[src/rtl/axi_ni_target_response_scheduler.sv]
// Target NI response scheduler: arbitrates AXI R beats and B responses into a single
// held payload and replays that payload on NACK, up to a retry limit.
module axi_ni_target_response_scheduler #(
  parameter int unsigned AXIRDATAWD   = 32,
  parameter int unsigned RESEND_DELAY = 4,
  parameter int unsigned MAX_RETRY    = 3,
  parameter int unsigned RETRYCNTWD   = 2,
  parameter int unsigned DLYCNTWD     = 3
) (
  input  logic                  clk,
  input  logic                  rst,
  input  logic                  rvalid,
  output logic                  rready,
  input  logic [AXIRDATAWD-1:0] rdata,
  input  logic [1:0]            rresp,
  input  logic                  rlast,
  input  logic                  bvalid,
  output logic                  bready,
  input  logic [1:0]            bresp,
  output logic [AXIRDATAWD-1:0] pl_data,
  output logic [1:0]            pl_resp,
  output logic                  sample_payload,
  output logic                  pkt_valid,
  output logic                  pkt_is_read,
  output logic                  pkt_last,
  input  logic                  pkt_ready,
  input  logic                  pkt_nack,
  output logic                  retry_fail
);

  typedef enum logic [1:0] {
    IDLE = 2'd0,
    SEND = 2'd1,
    WAIT = 2'd2
  } state_t;

  state_t                state, state_nxt;
  logic [RETRYCNTWD-1:0] retry_cnt, retry_cnt_nxt;
  logic [DLYCNTWD-1:0]   dly_cnt, dly_cnt_nxt;
  logic                  retry_fail_nxt;
  logic                  grant_r, grant_b;
  logic                  last_grant_r;
  logic                  r_burst_open;

  // State and counter registers
  always_ff @(posedge clk) begin
    if (rst) begin
      state     <= IDLE;
      retry_cnt <= '0;
      dly_cnt   <= '0;
    end else begin
      state     <= state_nxt;
      retry_cnt <= retry_cnt_nxt;
      dly_cnt   <= dly_cnt_nxt;
    end
  end

  // Next state, arbitration and the combinational AXI handshake / payload mux
  always_comb begin
    state_nxt      = state;
    retry_cnt_nxt  = retry_cnt;
    dly_cnt_nxt    = dly_cnt;
    retry_fail_nxt = 1'b0;
    grant_r        = 1'b0;
    grant_b        = 1'b0;
    rready         = 1'b0;
    bready         = 1'b0;
    sample_payload = 1'b0;
    pl_data        = '0;
    pl_resp        = 2'b00;
    case (state)
      IDLE: begin
        if (!rst) begin
          // An open R burst owns the channel; otherwise round-robin on ties
          if (r_burst_open) begin
            grant_r = rvalid;
          end else if (rvalid && bvalid) begin
            grant_r = ~last_grant_r;
            grant_b = last_grant_r;
          end else begin
            grant_r = rvalid;
            grant_b = bvalid;
          end
        end
        rready         = grant_r;
        bready         = grant_b;
        sample_payload = grant_r | grant_b;
        pl_data        = grant_r ? rdata : '0;
        pl_resp        = grant_r ? rresp : (grant_b ? bresp : 2'b00);
        if (grant_r || grant_b) begin
          retry_cnt_nxt = '0;
          state_nxt     = SEND;
        end
      end
      SEND: begin
        if (pkt_ready) begin
          if (!pkt_nack) begin
            state_nxt = IDLE;
          end else if (retry_cnt < RETRYCNTWD'(MAX_RETRY)) begin
            retry_cnt_nxt = retry_cnt + RETRYCNTWD'(1);
            dly_cnt_nxt   = DLYCNTWD'(RESEND_DELAY);
            state_nxt     = WAIT;
          end else begin
            retry_fail_nxt = 1'b1;
            state_nxt      = IDLE;
          end
        end
      end
      WAIT: begin
        dly_cnt_nxt = dly_cnt - DLYCNTWD'(1);
        if (dly_cnt == DLYCNTWD'(1)) begin
          state_nxt = SEND;
        end
      end
      default: state_nxt = IDLE;
    endcase
  end

  // Held-payload attributes, arbitration history and registered status outputs
  always_ff @(posedge clk) begin
    if (rst) begin
      pkt_valid    <= 1'b0;
      retry_fail   <= 1'b0;
      pkt_is_read  <= 1'b0;
      pkt_last     <= 1'b0;
      last_grant_r <= 1'b0;
      r_burst_open <= 1'b0;
    end else begin
      pkt_valid  <= (state_nxt == SEND);
      retry_fail <= retry_fail_nxt;
      if (sample_payload) begin
        pkt_is_read  <= grant_r;
        pkt_last     <= grant_r ? rlast : 1'b1;
        last_grant_r <= grant_r;
        r_burst_open <= grant_r & ~rlast;
      end
    end
  end

endmodule

[config.mk]
export PLATFORM = sky130hd
export DESIGN_NAME = axi_ni_target_response_scheduler
export DESIGN_NICKNAME = d
export VERILOG_FILES = /design/src/rtl/axi_ni_target_response_scheduler.sv
export SDC_FILE = /design/constraint.sdc
export NUM_CORES = 1
export LEC_CHECK = 0
export CORE_AREA = 5 5 58 60
export CTS_BUF_LIST = sky130_fd_sc_hd__clkbuf_8 sky130_fd_sc_hd__clkbuf_16
export DETAILED_ROUTE_END_ITERATION = 6
export DIE_AREA = 0 0 63 65
export GPL_ROUTABILITY_DRIVEN = 0
export PLACE_DENSITY = 0.95
export SLEW_MARGIN = 20
export SYNTH_ARGS = -nofsm -noshare
export SYNTH_HDL_FRONTEND = slang
export SYNTH_SLANG_ARGS = --single-unit
[constraint.sdc]
create_clock -name clk -period 3.2 [get_ports clk]
set_clock_uncertainty 0.1 [all_clocks]
set_input_delay 0.32 -clock clk [delete_from_list [all_inputs] [get_ports clk]]
set_output_delay 0.32 -clock clk [all_outputs]
set_load 0.02 [all_outputs]
==> summary.txt, run 1 <==
Leak pwr - 0.6593 nW
Root buf cell - clkbuf_8
Critical Path AT - 2410 ps
Top-count cell post-synth - and2_1
Post-cts resize count - 0
Yosys reg bits - 12
Vias per std cell - 4.643
HPWL after DPL - 2492 microns
Routed vias - 1,026
Wire per inst - 13.73 microns
P_int - 0.3892 mW
Router iterations before antenna repair - 4
Status - finished, final reports clean
H-tree levels - 1
Top cells by count, synth - and2_1 (33), dfxtp_1 (12), a21oi_1 (7)
Initial antenna violation count - 0
Number of global-route vias before repair - 904
Count of pins over their slew limit - 0
CP Data Required Time - 2780 ps
Clock Latency Late Sink - 250 ps
DP Area - 0.001693 sq mm
Fill count - 242
Final-stage net count - 235
RSZ-0062 raised after global routing - no
Postcts setup bufs - 0
Max clock buf depth - 2
Most frequent cell on the critical path - clkdlybuf4s50_1
Clock power share - 31.1%
Pin count of the biggest net entering global routing - 37
Psw - 0.1633 mW
Comb power frac - 38.0%
Total CTS buffers - 3
Clk slew on worst S/H paths - 50 ps
Seq pwr share - 30.9%
Final worst path period share - 88.34%
Crit. End Element - output port
Critical Path Start Type - primary input
Number of routed nets with antenna violations - 0
EDFF count, synth - 0
Fmax achieved - 0.3537 GHz
Post-Syn Area - 859.6 sq um
Design area - 0.001748 sq mm
Core ar. - 0.002878 sq mm
Ys Warns - 0
Overflow left after global routing - 0
Slowest-stage cell, CP - clkdlybuf4s50_1
Slowest Stage Delay on Critical Path - 610 ps
Share of cells above drive strength 1 - 4.787%
Chip Width - 63 microns
Seq/Total Area, Yosys - 27.95%
Die ar. - 0.004095 sq mm
Top cell type's share of synthesized area - 27.95%
Chip Height - 65 microns
Post-CTS Hold Buffers - 0
Pwr/cell area - 316.1 mW/mm^2
Cell taking the most area after synthesis - dfxtp_1
WHS - 366.7 ps
Num rows - 20
Synth top area cells - dfxtp_1 (28%), and2_1 (24%), ha_1 (4.4%)
Syn_nets - 152
First-pass GRT wire length - 4754 microns
FFs w/ async S/R, synth - 0%
# DRC - 0
Top_reg_cell synth - dfxtp_1
MaxCap Viol Count - 0
Final setup viols - 0
Final Hold Viols - 0
Hold Crit Class - register to register
Area Growth Syn to Fin - 103.3%
Rel. slew slack - 69.38%
Minimum clock period after layout - 2827 ps
Drt initial violations - 52
Initial Util - 29.87%
Port bufs - 83
Ant. Diodes - 0
Total global-route track usage - 14.60%
Final WL - 3034 microns
Yosys cell types - 30
Crit Path Category - primary input to output port
Sw Share - 29.56%
Setup TNS - 0 ps
Worst slew pin tran - 456.2 ps
Mapped Cells - 106
Crit path max fanout - 36
Syn_area_per_cell - 8.109 sq um
CP cell instances - clkdlybuf4s50_1, nand2b_4, a2111oi_4, buf_4, and2_1, clkdlybuf4s50_1
Ports - 84
# clock sinks - 12
CTS tree - yes
Maximum vdd ir drop - 0.2344 mV
routing by layer:
layer | track usage [%] | up-vias | part of all wire (%) | routed length [microns]
met4 | 6.631 | 0 | 2.4 | 73
met3 | 5.373 | 5 | 11 | 319
met1 | 15.72 | 448 | 38 | 1158
met5 | 0 | - | 0 | 0
met2 | 25.26 | 56 | 49 | 1483
li1 | - | 517 | - | -
layout by cell type (no fill, tap or decap):
| cell type | netlist | routed |
|---|---|---|
| nand2b_4 | 1 | 1 |
| a21oi_1 | 7 | 7 |
| xnor2_1 | 1 | 1 |
| o21ai_1 | 1 | 1 |
| or2_2 | 1 | 1 |
| nor2_1 | 5 | 5 |
| a22oi_1 | 2 | 2 |
| nor2b_1 | 3 | 3 |
| clkbuf_8 | 0 | 4 |
| and2_1 | 33 | 33 |
| or3_1 | 1 | 1 |
| clkdlybuf4s50_1 | 0 | 83 |
| dfxtp_1 | 12 | 12 |
| nand2_1 | 2 | 2 |
| a21o_1 | 1 | 1 |
| nor3b_1 | 2 | 2 |
| a2111oi_4 | 1 | 1 |
| a311oi_1 | 1 | 1 |
| buf_4 | 1 | 2 |
| nand4b_1 | 2 | 2 |
| a211oi_1 | 3 | 3 |
| nor3_1 | 3 | 3 |
| nand2b_1 | 1 | 1 |
| ha_1 | 3 | 3 |
| nand3_1 | 3 | 3 |
| o21a_1 | 1 | 1 |
| inv_1 | 6 | 6 |
| a31oi_1 | 2 | 2 |
| a221oi_1 | 1 | 1 |
kinds of logic after synthesis:
group	count (synthesis)	synth area share, %
buf+inv	13	8.879
fa+ha+maj	3	4.367
compound gates	20	17.47
simple gates	57	40.32
flops	12	27.95
xor+xnor	1	1.019
path summary, 6_finish.rpt:
kind	from	end	slack, ps	cells past startpoint
worst min-delay path	pkt_last	pkt_last	370	2
worst max register to register	state[0]	dly_cnt[1]	1570	4
worst max-delay path	rvalid	pl_data[4]	370	6
worst min register to register	pkt_last	pkt_last	370	2
power by group through the flow:
stage | sequential, mW | combinational, mW | clock [mW]
after detailed placement | 0.174 | 0.211 | 0
after CTS | 0.171 | 0.212 | 0.173
after floorplan | 0.174 | 0.0985 | 0
final | 0.171 | 0.210 | 0.172
after global routing | 0.173 | 0.225 | 0.182
after global placement | 0.173 | 0.208 | 0
flip-flops by register name (all words and copies together), names as in the netlist:
name	count
r_burst_open	1
last_grant_r	1
state	2
pkt_last	1
retry_fail	1
dly_cnt	3
retry_cnt	2
pkt_valid	1
per-stage QoR:
| step | setup WS, ps | power, mW | utilization, % | std cells |
|---|---|---|---|---|
| 6_report | 373.0 | 0.5525 | 60.74 | 221 |
| 5_1_grt | 238.4 | 0.5805 | 60.74 | 221 |
| 4_1_cts | 354.8 | 0.5555 | 60.74 | 221 |
| 3_5_place_dp | 359.9 | 0.3853 | 58.83 | 217 |
| 3_3_place_gp | 391.8 | 0.3810 | 58.83 | 217 |
| 2_1_floorplan | 1273 | 0.2723 | - | 106 |
final cells by class:
class / instances / area, sq um / share of cell area, %
inverter: 6 / 22.52 / 1.288
clock buffer: 4 / 55.05 / 3.150
tap: 33 / 41.29 / 2.362
sequential: 12 / 240.2 / 13.74
timing repair buffer: 85 / 845.8 / 48.39
multi-input combinational: 81 / 543.0 / 31.07
critical path, delay by kind of cell:
family | cells | cell delay (ps)
buffers and inverters | 3 | 1500
AOI/OAI and AO/OA | 1 | 300
and+or+nand+nor | 2 | 270
(Power assumes the default switching activity.)
==> run 2: changes to the inputs <==
Settings changed: CORE_AREA 5 5 58 60 to 5 5 64 55, DIE_AREA 0 0 63 65 to 0 0 69 60.
==> run 2 against run 1 <==
  * Fmax about the same
  * First-iteration DRC count decreased by 15%
  * Combinational power hardly changed
  * Sequential cell count is the same
  * Critical path depth stayed put
  * Routed wire length grew 2.4%
  * Cell count increased by 3.2%
  * Register-to-register slack about the same
  * Critical endpoint is now pl_resp[0]
  * Clock-buffer cell count stayed put
  * Clock power down 5%
  * Sequential share of layout area down 0.068 points
  * Utilization grew 0.20 points
==> summary.txt, run 2 (synthesis results as in run 1) <==
DP Area - 0.001702 sq mm (+0.52%)
Reg-to-reg setup timing slack - 1580 ps (about the same)
CP cell instances - clkdlybuf4s50_1, nor2b_1, nor3b_1, a22oi_1, nor3_1, clkdlybuf4s50_1
Crit. End Element - output port
Biggest register - dly_cnt
Initial Util - 29.82% (-0.052 points)
Num rows - 18 (-10%)
Fmax achieved - 0.3535 GHz (about the same)
Share of cells above drive strength 1 - 4.787% (unchanged)
Crit Path Category - primary input to output port
Ports - 84 (unchanged)
Area of the multi-input gates - 543.0 sq um (unchanged)
Pwr/cell area - 310.8 mW/mm^2 (-1.7%)
H-tree levels - 1 (unchanged)
Rel. slew slack - 67.66% (-1.7 points)
Fill count - 239 (-1.2%)
Wire per inst - 13.62 microns (-0.77%)
Post-CTS Hold Buffers - 0 (unchanged)
Clock Latency Late Sink - 240 ps (about the same)
Post-cts resize count - 0 (unchanged)
Port bufs - 83 (unchanged)
Hold Crit Class - register to register
RSZ-0062 raised after global routing - no
Slowest-stage cell, CP - clkdlybuf4s50_1
Maximum vdd ir drop - 0.3375 mV (+44%)
Number of routed nets with antenna violations - 0 (unchanged)
Critical Path AT - 2410 ps (about the same)
MaxCap Viol Count - 0 (unchanged)
Biggest regs - dly_cnt x3, retry_cnt x2, state x2
Flip-flop count of the largest register after layout - 3 (unchanged)
Critical Path Start Type - primary input
Commonest non-fill, non-tap cell in the layout - clkdlybuf4s50_1
First-pass GRT wire length - 4747 microns (-0.15%)
CP Data Required Time - 2780 ps (about the same)
Pin count of the biggest net entering global routing - 37 (unchanged)
Total global-route track usage - 14.28% (-0.32 points)
CTS tree - yes
Die ar. - 0.004140 sq mm (+1.1%)
Minimum clock period after layout - 2829 ps (+1.850 ps)
Overall power - 0.5459 mW (-1.2%)
Count of pins over their slew limit - 0 (unchanged)
Max clock buf depth - 2 (unchanged)
Drt initial violations - 44 (-15%)
Chip Width - 69 microns (+9.5%)
Crit path max fanout - 5 (-86%)
Router iterations before antenna repair - 4 (unchanged)
Sequential Area - 240.2 sq um (unchanged)
Clk slew on worst S/H paths - 50 ps (about the same)
Status - finished, final reports clean
Total CTS buffers - 3 (unchanged)
Leak pwr - 0.6593 nW (unchanged)
Final WL - 3106 microns (+2.4%)
Number of global-route vias before repair - 911 (+0.77%)
Vias per std cell - 4.487 (-3.4%)
# DRC - 0 (unchanged)
Chip Height - 60 microns (-7.7%)
Routed vias - 1,023 (-0.29%)
Area Growth Syn to Fin - 104.4%
Final-stage net count - 235 (unchanged)
Core ar. - 0.002883 sq mm (+0.17%)
Overflow left after global routing - 0 (unchanged)
Final worst path period share - 88.40% (about the same)
Most frequent cell on the critical path - clkdlybuf4s50_1
Final setup viols - 0 (unchanged)
Ant. Diodes - 0 (unchanged)
Setup TNS - 0 ps (unchanged)
Commonest non-fill, non-tap cells in the layout - clkdlybuf4s50_1 (83), and2_1 (33), dfxtp_1 (12), a21oi_1 (7), inv_1 (6)
Slowest Stage Delay on Critical Path - 650 ps (+40 ps)
HPWL after DPL - 2599 microns (+4.3%)
Worst slew pin tran - 481.9 ps (+25.68 ps)
# clock sinks - 12 (unchanged)
Initial antenna violation count - 0 (unchanged)
Final Hold Viols - 0 (unchanged)
Design area - 0.001757 sq mm (+0.50%)
Root buf cell - clkbuf_8
Postcts setup bufs - 0 (unchanged)
[run 2: where the power goes]
group          switching (mW)  leakage (nW)  internal (mW)  total (mW)
combinational          0.0900         0.532          0.121       0.211
clock                  0.0551        0.0288          0.109       0.164
sequential             0.0120        0.0980          0.159       0.171
[run 2: area by class of cell]
cell class	instances	share of cell area [%]
clock buffers	4	3.134
well taps	40	2.849
inverters	6	1.282
repair buffers	85	48.15
flip-flops and latches	12	13.68
multi-input cells	81	30.91
[run 2: metrics by stage]
stage / setup WS [ps] / hold WS, ps / instances / utilization [%]
6_report: 371.2 / 362.4 / 228 / 60.94
5_1_grt: 171.0 / 410.1 / 228 / 60.94
4_1_cts: 349.2 / 365.5 / 228 / 60.94
3_5_place_dp: 367.9 / 357.0 / 224 / 59.03
3_3_place_gp: 410.8 / 356.7 / 224 / 59.03
2_1_floorplan: 1273 / 292.1 / 106 / -
[run 2: final timing paths]
check / start / endpoint / cells past startpoint
min reg2reg: pkt_last / pkt_last / 2
min: pkt_last / pkt_last / 2
max reg2reg: state[0] / dly_cnt[1] / 4
max: bvalid / pl_resp[0] / 6
[run 2: worst max-delay path, delay by kind of cell]
family / cells / cell delay, ps
compound gates: 1 / 110
buf+inv: 2 / 1100
simple gates: 3 / 880
[run 2: metal layers]
| layer | vias to the layer above | part of all wire (%) | GRT usage [%] |
|---|---|---|---|
| met5 | - | 0 | 0 |
| met4 | 0 | 0 | 1.671 |
| met3 | 0 | 7.4 | 4.538 |
| met2 | 52 | 47 | 25.27 |
| met1 | 449 | 46 | 17.69 |
| li1 | 522 | - | - |
==> run 3: changes to the inputs <==
Settings changed: SKIP_CTS_REPAIR_TIMING from default to 1.
==> results of run 3 <==
Same layout as run 2: the final DEF is identical, and so are final timing and power.
